`src/rtl/ssd_scan_scheduler.sv`:
```
// Multiplexed common-anode seven-segment scanner with per-slot dead-time blanking
// and a frame-boundary load/ack handshake for tear-free value updates.
module ssd_scan_scheduler #(
  parameter int unsigned NUM_DIGITS   = 8,
  parameter int unsigned SCAN_DIV     = 262144,
  parameter int unsigned BLANK_CYCLES = 1024
) (
  input  logic                    ClkPort,
  input  logic                    Reset,
  input  logic [4*NUM_DIGITS-1:0] value_in,
  input  logic [NUM_DIGITS-1:0]   dp_in,
  input  logic [NUM_DIGITS-1:0]   digit_en,
  input  logic                    load,
  output logic                    load_ack,
  output logic [NUM_DIGITS-1:0]   anode_n,
  output logic [7:0]              cathode_n,
  output logic [2:0]              digit_idx
);

  localparam int unsigned SW = (SCAN_DIV > 2) ? $clog2(SCAN_DIV) : 1;

  typedef enum logic {BLANK, SHOW} state_t;

  state_t                  state, state_nxt;
  logic [SW-1:0]           s, s_nxt;
  logic [2:0]              idx_nxt;
  logic [4*NUM_DIGITS-1:0] shadow, shadow_nxt;
  logic [NUM_DIGITS-1:0]   shadow_dp, shadow_dp_nxt;
  logic [NUM_DIGITS-1:0]   an_nxt;
  logic                    last_slot, frame_end, latch;
  logic [3:0]              nib;
  logic                    dp_bit, en_bit;

  function automatic logic [6:0] seg7(input logic [3:0] n);
    case (n)
      4'h0: seg7 = 7'b0000001;
      4'h1: seg7 = 7'b1001111;
      4'h2: seg7 = 7'b0010010;
      4'h3: seg7 = 7'b0000110;
      4'h4: seg7 = 7'b1001100;
      4'h5: seg7 = 7'b0100100;
      4'h6: seg7 = 7'b0100000;
      4'h7: seg7 = 7'b0001111;
      4'h8: seg7 = 7'b0000000;
      4'h9: seg7 = 7'b0000100;
      4'hA: seg7 = 7'b0001000;
      4'hB: seg7 = 7'b1100000;
      4'hC: seg7 = 7'b0110001;
      4'hD: seg7 = 7'b1000010;
      4'hE: seg7 = 7'b0110000;
      default: seg7 = 7'b0111000;
    endcase
  endfunction

  // Outputs are registered from next-cycle values so they line up with s and digit_idx.
  always_comb begin
    last_slot     = (s == SW'(SCAN_DIV - 1));
    frame_end     = last_slot && (digit_idx == 3'(NUM_DIGITS - 1));
    latch         = frame_end && load;
    s_nxt         = last_slot ? '0 : s + 1'b1;
    idx_nxt       = digit_idx;
    if (last_slot) idx_nxt = frame_end ? '0 : digit_idx + 3'd1;
    shadow_nxt    = latch ? value_in : shadow;
    shadow_dp_nxt = latch ? dp_in : shadow_dp;
    state_nxt     = ((BLANK_CYCLES != 0) && (32'(s_nxt) < BLANK_CYCLES)) ? BLANK : SHOW;
    nib    = '0;
    dp_bit = 1'b0;
    en_bit = 1'b0;
    for (int unsigned i = 0; i < NUM_DIGITS; i++) begin
      if (3'(i) == idx_nxt) begin
        nib    = shadow_nxt[4*i +: 4];
        dp_bit = shadow_dp_nxt[i];
        en_bit = digit_en[i];
      end
    end
    an_nxt = '1;
    for (int unsigned i = 0; i < NUM_DIGITS; i++) begin
      if ((state_nxt == SHOW) && (3'(i) == idx_nxt) && en_bit) an_nxt[i] = 1'b0;
    end
  end

  always_ff @(posedge ClkPort) begin
    if (Reset) begin
      state     <= BLANK;
      s         <= '0;
      digit_idx <= '0;
      shadow    <= '0;
      shadow_dp <= '0;
      load_ack  <= 1'b0;
      anode_n   <= '1;
      cathode_n <= 8'hFF;
    end else begin
      state     <= state_nxt;
      s         <= s_nxt;
      digit_idx <= idx_nxt;
      shadow    <= shadow_nxt;
      shadow_dp <= shadow_dp_nxt;
      load_ack  <= latch;
      anode_n   <= an_nxt;
      cathode_n <= (state_nxt == SHOW) ? {seg7(nib), ~dp_bit} : 8'hFF;
    end
  end

endmodule
```
`config.mk`:
```
export PLATFORM = sky130hd
export DESIGN_NAME = ssd_scan_scheduler
export DESIGN_NICKNAME = d
export VERILOG_FILES = /design/src/rtl/ssd_scan_scheduler.sv
export SDC_FILE = /design/constraint.sdc
export NUM_CORES = 1
export LEC_CHECK = 0
export CORE_MARGIN = 4
export CORE_UTILIZATION = 35
export CTS_BUF_LIST = sky130_fd_sc_hd__clkbuf_8
export CTS_CLUSTER_SIZE = 24
export DETAILED_ROUTE_END_ITERATION = 16
export PLACE_DENSITY = 0.69
export SYNTH_ARGS = -nofsm -noshare
export SYNTH_HDL_FRONTEND = slang
export SYNTH_SLANG_ARGS = --single-unit
```
`constraint.sdc`:
```
create_clock -name ClkPort -period 7.4 [get_ports ClkPort]
set_input_delay 0.74 -clock ClkPort [delete_from_list [all_inputs] [get_ports ClkPort]]
set_output_delay 0.74 -clock ClkPort [all_outputs]
set_load 0.05 [all_outputs]
```
==> summary.md, run 1 <==
| Metric | Value |
|---|---|
| Final setup TNS | 0 ns |
| Final HPWL DP | 7580 um |
| CP max FO | 23 |
| Num rows | 37 |
| Routability congestion estimate from global placement | 0.838 |
| Max Cap Viol | 0 |
| Cell taking the most area after synthesis | dfxtp_1 |
| Max Fclk | 224 MHz |
| CTS max path bufs | 2 |
| Worst path slowest cell | or3_1 |
| Final setup viols | 0 |
| Share of layout cells above drive strength 1 | 0.0651 |
| Vias per cell | 5.27 |
| P&R area growth vs syn | 25.6% |
| Placed cell area | 4600 um^2 |
| Slew HR | 0.342 |
| Peak VDD IR | 0.0000751 V |
| Post-synth top area share | 0.410 |
| Mapped cell area | 3810 um^2 |
| Final Total Pwr | 0.000766 W |
| First-pass GRT wire length | 16800 um |
| Residual DRC | 0 |
| Total number of vias | 3388 |
| Input/output buffers | 70 |
| CP cell instances | ha_1, ha_1, nand2_1, or3_1, buf_4, mux2i_1, nor3_1, a2111oi_0, o211ai_1, inv_1, ha_1, inv_1, nor2_1, a2111oi_0, a32oi_1 |
| Pwr/cell area | 160 nW/um^2 |
| Finished Layout Cells | 643 |
| Top cells by area, synth | dfxtp_1, mux2i_1, nand2_1 |
| Crit path DAT | 4.66 ns |
| Initial Util | 0.364 |
| Dpl ws | 2.80 ns |
| Dpl cells | 627 |
| Overall die width | 112 um |
| Yosys Warn Count | 0 |
| Top-Level Pins | 71 |
| Leak pwr | 1.86 nW |
| Drt first pass iters | 4 |
| Worst-Skew Late Latency | 0.37 ns |
| Number of global-route vias before repair | 3361 |
| Clock skew | 0.0108 ns |
| Crit start category | register |
| Core outline area | 10500 um^2 |
| Post-synth EDFFs | 0 |
| Hold Vio Cnt, Final | 0 |
| Buf/Inv on CP | 3 |
| Initial antenna violation count | 0 |
| Clk root buf | clkbuf_8 |
| Synthesized Nets | 498 |
| Critical path class | reg -> reg |
| Post-CTS Setup Inserts | 0 |
| Critical path capture point type | register |
| Crit-path max cell delay | 0.69 ns |
| Slew Limit Fails | 0 |
| Min-Delay Path Class | reg -> reg |
| RSZ-0062 raised after global routing | false |
| Final Worst Setup Slack | 2.94 ns |
| Overflow left after global routing | 0 |
| Async set or reset register ratio after synthesis | 0 |
| Top Family by Delay on Critical Path | compound AO/OA/AOI/OAI gates |
| Syn Area/Cell | 8.70 um^2 |
| Gr usage total | 0.164 |
| Share of the yosys chip area belonging to registers | 0.410 |
| WL/cell | 15.7 um |
| Final net count | 562 |
| Num CTS Buffers | 9 |
| CTS resizes | 0 |
| Post-route ant nets | 0 |
| Distinct cells, synth | 63 |
| Fin crit share | 0.602 |
| Clock tree from TritonCTS | done |
| Largest net degree at the start of global routing | 51 |
| Ys flop type | dfxtp_1 |
| Routed WL | 10100 um |
| Clock sinks | 78 |
| Period minus WS final | 4.46 ns |
| CP required | 7.60 ns |
| Post-CTS Hold Fix Bufs | 0 |
| Slew @ Worst Pin | 0.982 ns |
| N_diodes | 0 |
| Die Y | 112 um |
| CTS H-tree lvls | 3 |
| Post-route cell area | 4780 um^2 |
| Synthesized flop and latch total | 78 |
| Cell with the most instances on the worst path | ha_1 |
| Die area | 12600 um^2 |
| Initial DRC count | 191 |
| Syn Inst Count | 438 |
| Reg clk slew, reported paths | 0.08 ns |
| Outcome | complete, no violations |
==> cells by family (layout without fill, tap and decap cells) <==
logic type | after synthesis | after routing | synth area share
adder cells (fa/ha/maj) | 9 | 9 | 0.0296
AO/OA/AOI/OAI | 85 | 85 | 0.161
AND/OR/NAND/NOR | 191 | 191 | 0.239
XOR/XNOR | 18 | 18 | 0.0414
buffers and inverters | 25 | 94 | 0.0312
multiplexers | 32 | 32 | 0.0887
flip-flops | 78 | 78 | 0.410
==> synth_stat cells, types with 2 or more instances <==
cell type and count:
dfxtp_1 78, nand2_1 63, nor2_1 59, mux2i_1 27
a21oi_1 26, nand3_1 16, clkbuf_1 11, xnor2_1 11
ha_1 9, nor3_1 8, o21ai_0 8, and3_1 7
xor2_1 7, inv_1 6, a31oi_1 5, and4_1 5
buf_2 5, nand2b_1 5, o22ai_1 5, or3_1 5
a211o_1 4, and2_1 4, nand4_1 4, o221ai_1 4
a21o_1 3, a221oi_1 3, o21a_1 3, a2111oi_0 2
a22o_1 2, buf_6 2, mux2_1 2, mux2_2 2
nand3b_1 2, nor2b_1 2, nor4_1 2, o21ai_2 2
o22a_1 2, o31ai_4 2
==> cell type report <==
class	instances	area, um^2
timing repair buffer	72	716
clock buffer	9	124
fill	1063	5680
multi-input combinational	335	2130
tap	136	170
inverter	6	22.5
clock inverter	7	62.6
sequential	78	1560
==> path summary, 6_finish.rpt <==
| check | cells after the start | slack [ns] | start | endpoint |
|---|---|---|---|---|
| worst max-delay path | 15 | 2.94 | digit_idx[0] | cathode_n[4] |
| worst min register to register | 2 | 0.45 | shadow[2] | shadow[2] |
| worst max register to register | 15 | 2.94 | digit_idx[0] | cathode_n[4] |
| worst min-delay path | 2 | 0.45 | shadow[2] | shadow[2] |
==> tightest hold or removal path: cells and delay by family (launching register included) <==
kind / cells / cell delay [ns]
and+or+nand+nor: 1 / 0.05
AOI/OAI and AO/OA: 1 / 0.05
DFF: 1 / 0.32
==> per-layer routing <==
| metal | global-route usage | share of wire |
|---|---|---|
| met5 | 0 | 0 |
| met4 | 0.0745 | 0.029 |
| met3 | 0.0377 | 0.057 |
| met2 | 0.254 | 0.44 |
| met1 | 0.219 | 0.47 |
==> cell usage in the layout, fill, tap and decap left out, types with 3 or more instances in the layout <==
cell              n
nor3_1            8
a221oi_1          3
mux2i_1          27
nor2_1           59
and2_1            4
or3_1             5
xor2_1            7
o21a_1            3
xnor2_1          11
ha_1              9
a211o_1           4
a21oi_1          26
inv_1             6
nand2b_1          5
nand4_1           4
a21o_1            3
nand2_1          63
and3_1            7
dfxtp_1          78
and4_1            5
nand3_1          16
o21ai_0           8
o22ai_1           5
o221ai_1          4
clkbuf_8          9
a31oi_1           5
inv_6             4
clkdlybuf4s50_1  70
==> report_power, final <==
group          leakage [nW]  switching [W]  total [W]  internal [W]
clock network        0.0931       0.000176   0.000306      0.000129
logic                  1.14      0.0000126  0.0000383     0.0000256
registers             0.629     0.00000116   0.000422      0.000421
total                  1.86       0.000190   0.000766      0.000576
==> registers in the layout, indices dropped and copies added, names as in the netlist <==
signal and flops:
digit_idx 3, s 18, shadow 32, load_ack 1
shadow_dp 8, anode_n 8, cathode_n 8
==> stage by stage <==
stage	utilization	hold slack, ns
finish	0.457	0.455
global route	0.457	0.478
CTS	0.457	0.457
detailed placement	0.439	0.446
global placement	0.439	0.439
floorplan	-	0.426
No activity file was read; power rests on OpenSTA's default activity.
==> inputs of run 2 (changes only) <==
--- a/config.mk
+++ b/config.mk
@@ -10,7 +10,7 @@
 export CTS_BUF_LIST = sky130_fd_sc_hd__clkbuf_8
 export CTS_CLUSTER_SIZE = 24
 export DETAILED_ROUTE_END_ITERATION = 16
-export PLACE_DENSITY = 0.69
+export PLACE_DENSITY = 0.71
 export SYNTH_ARGS = -nofsm -noshare
 export SYNTH_HDL_FRONTEND = slang
 export SYNTH_SLANG_ARGS = --single-unit
==> constraint.sdc (replaced) <==
create_clock -name ClkPort -period 3.8 [get_ports ClkPort]
set_input_delay 0.38 -clock ClkPort [delete_from_list [all_inputs] [get_ports ClkPort]]
set_output_delay 0.38 -clock ClkPort [all_outputs]
set_load 0.05 [all_outputs]
==> summary.md, run 2 (synthesis results as in run 1) <==
| Metric | Value |
|---|---|
| Outcome | complete, no violations |
| Clock skew | 0.0126 ns |
| FF-to-FF Start | s[13] |
| Clock tree from TritonCTS | done |
| Slew HR | 0.603 |
| Initial Util | 0.364 |
| Die area | 12600 um^2 |
| R2R Setup Slk | 0.29 ns |
| Num rows | 37 |
| Post-CTS Hold Fix Bufs | 0 |
| Worst setup startpoint | s[13] |
| Post-CTS Setup Inserts | 0 |
| Fill cell count | 1035 |
| Overflow left after global routing | 0 |
| Post-route cell area | 4940 um^2 |
| Max Fclk | 285 MHz |
| Overall die width | 112 um |
| Max reg flops | 32 |
| Initial antenna violation count | 0 |
| First-pass GRT wire length | 17400 um |
| Most frequent cells in the layout | dfxtp_1, clkdlybuf4s50_1, nand2_1 |
| Largest register by flop count | shadow |
| Residual DRC | 0 |
| CP max FO | 9 |
| Total number of vias | 3456 |
| Post-route ant nets | 0 |
| Min Hold Slack | 0.453 ns |
| Largest net degree at the start of global routing | 50 |
| Placed cell area | 4730 um^2 |
| Final HPWL DP | 7900 um |
| Crit path DAT | 3.75 ns |
| Routed WL | 10500 um |
| Core outline area | 10500 um^2 |
| Commonest non-fill, non-tap cell in the layout | dfxtp_1 |
| Regs by FF count | shadow (32), s (18) |
| N_diodes | 0 |
| CP cell instances | nand4_2, or2_4, or3_4, buf_4, mux2i_1, a22o_1, a21oi_1, inv_1, ha_1, nor3_1, a2111oi_0, a32oi_1 |
| Final setup viols | 0 |
| Leak pwr | 1.98 nW |
| Crit-path max cell delay | 0.47 ns |
| Peak VDD IR | 0.000124 V |
| Reg clk slew, reported paths | 0.09 ns |
| Initial DRC count | 215 |
| Pwr/cell area | 295 nW/um^2 |
| Hold Vio Cnt, Final | 0 |
| Max Cap Viol | 0 |
| Die Y | 112 um |
| Top-Level Pins | 71 |
| Worst path slowest cell | or3_4 |
| Slew @ Worst Pin | 0.591 ns |
| P&R area growth vs syn | 29.6% |
| Input/output buffers | 70 |
| Dpl cells | 644 |
| Clk root buf | clkbuf_8 |
| Final setup TNS | 0 ns |
| Critical path capture point type | register |
| Share of layout cells above drive strength 1 | 0.107 |
| Critical path class | reg -> reg |
| CTS max path bufs | 2 |
| Hold Crit Start | shadow[14] |
| Slew Limit Fails | 0 |
| Period minus WS final | 3.51 ns |
| Clock sinks | 78 |
| Fin crit share | 0.924 |
| Vias per cell | 5.24 |
| Number of cells on the worst reg-to-reg path | 12 |
| Critical path endpoint | cathode_n[4] |
| CTS H-tree lvls | 3 |
| Drt first pass iters | 4 |
| Num CTS Buffers | 9 |
| Min-Delay Path Class | reg -> reg |
| Reg-to-Reg End | cathode_n[4] |
| Worst-Skew Late Latency | 0.37 ns |
| Number of global-route vias before repair | 3390 |
| Final net count | 579 |
| Crit start category | register |
| Gr usage total | 0.172 |
| Routability congestion estimate from global placement | 0.887 |
| Finished Layout Cells | 660 |
| WL/cell | 16.0 um |
| CP required | 4.04 ns |
| RSZ-0062 raised after global routing | false |
-- run 2: cell count changes in the layout (fill, tap and decap cells not counted), moves of 3 or more --
| cell | delta |
|---|---|
| buf_4 | +17 |
| dfxtp_2 | +3 |
| inv_6 | -3 |
| dfxtp_1 | -3 |
-- run 2: worst min-delay path by stage --
stage	to	slack, ns	cells past startpoint
final	shadow[14]	0.45	2
after global routing	s[0]	0.47	1
after CTS	shadow[12]	0.46	2
after detailed placement	shadow[14]	0.44	2
after global placement	shadow[2]	0.44	2
after floorplan	s[0]	0.43	1
-- run 2: final cells by class --
| cell class | count | area (um^2) | area share |
|---|---|---|---|
| well taps | 136 | 170 | 0.0345 |
| flip-flops and latches | 78 | 1570 | 0.317 |
| repair buffers | 89 | 843 | 0.171 |
| clock inverters | 7 | 50.0 | 0.0101 |
| multi-input cells | 335 | 2160 | 0.438 |
| inverters | 6 | 22.5 | 0.00456 |
| clock buffers | 9 | 124 | 0.0251 |
-- run 2: critical path, delay by kind of cell (launching register included) --
kind                       cells  cell delay [ns]
and+or+nand+nor                4             1.09
AOI/OAI and AO/OA              4             0.97
DFF                            1             0.44
buffers and inverters          2             0.38
adders and majority gates      1             0.35
muxes                          1             0.15
-- run 2: power by group --
part | leakage (nW) | switching [W] | total [W] | internal [W]
clock network | 0.0870 | 0.000319 | 0.000557 | 0.000238
registers | 0.631 | 0.00000236 | 0.000821 | 0.000819
logic | 1.26 | 0.0000248 | 0.0000754 | 0.0000506
total | 1.98 | 0.000347 | 0.00145 | 0.00111
-- run 2: per-layer routing --
layer,wire (um),global-route usage,up-vias,part of all wire
li1,-,-,1722,-
met1,4880,0.225,1608,0.46
met2,4740,0.265,108,0.45
met3,698,0.0469,18,0.066
met4,222,0.0753,0,0.021
met5,0,0,-,0
-- run 2: through the flow --
| stage | worst slack [ns] | total power, W | utilization |
|---|---|---|---|
| after floorplan | 0.00988 | 0.000855 | - |
| after global placement | 0.281 | 0.000917 | 0.452 |
| after detailed placement | 0.126 | 0.000916 | 0.452 |
| after CTS | 0.0877 | 0.00147 | 0.468 |
| after global routing | 0.0132 | 0.00151 | 0.472 |
| final | 0.287 | 0.00145 | 0.472 |
-- run 2: timing repair --
item                       CTS  global route
setup endpoints to repair    0             5
resized for setup            0             9
hold endpoints to repair     0             0
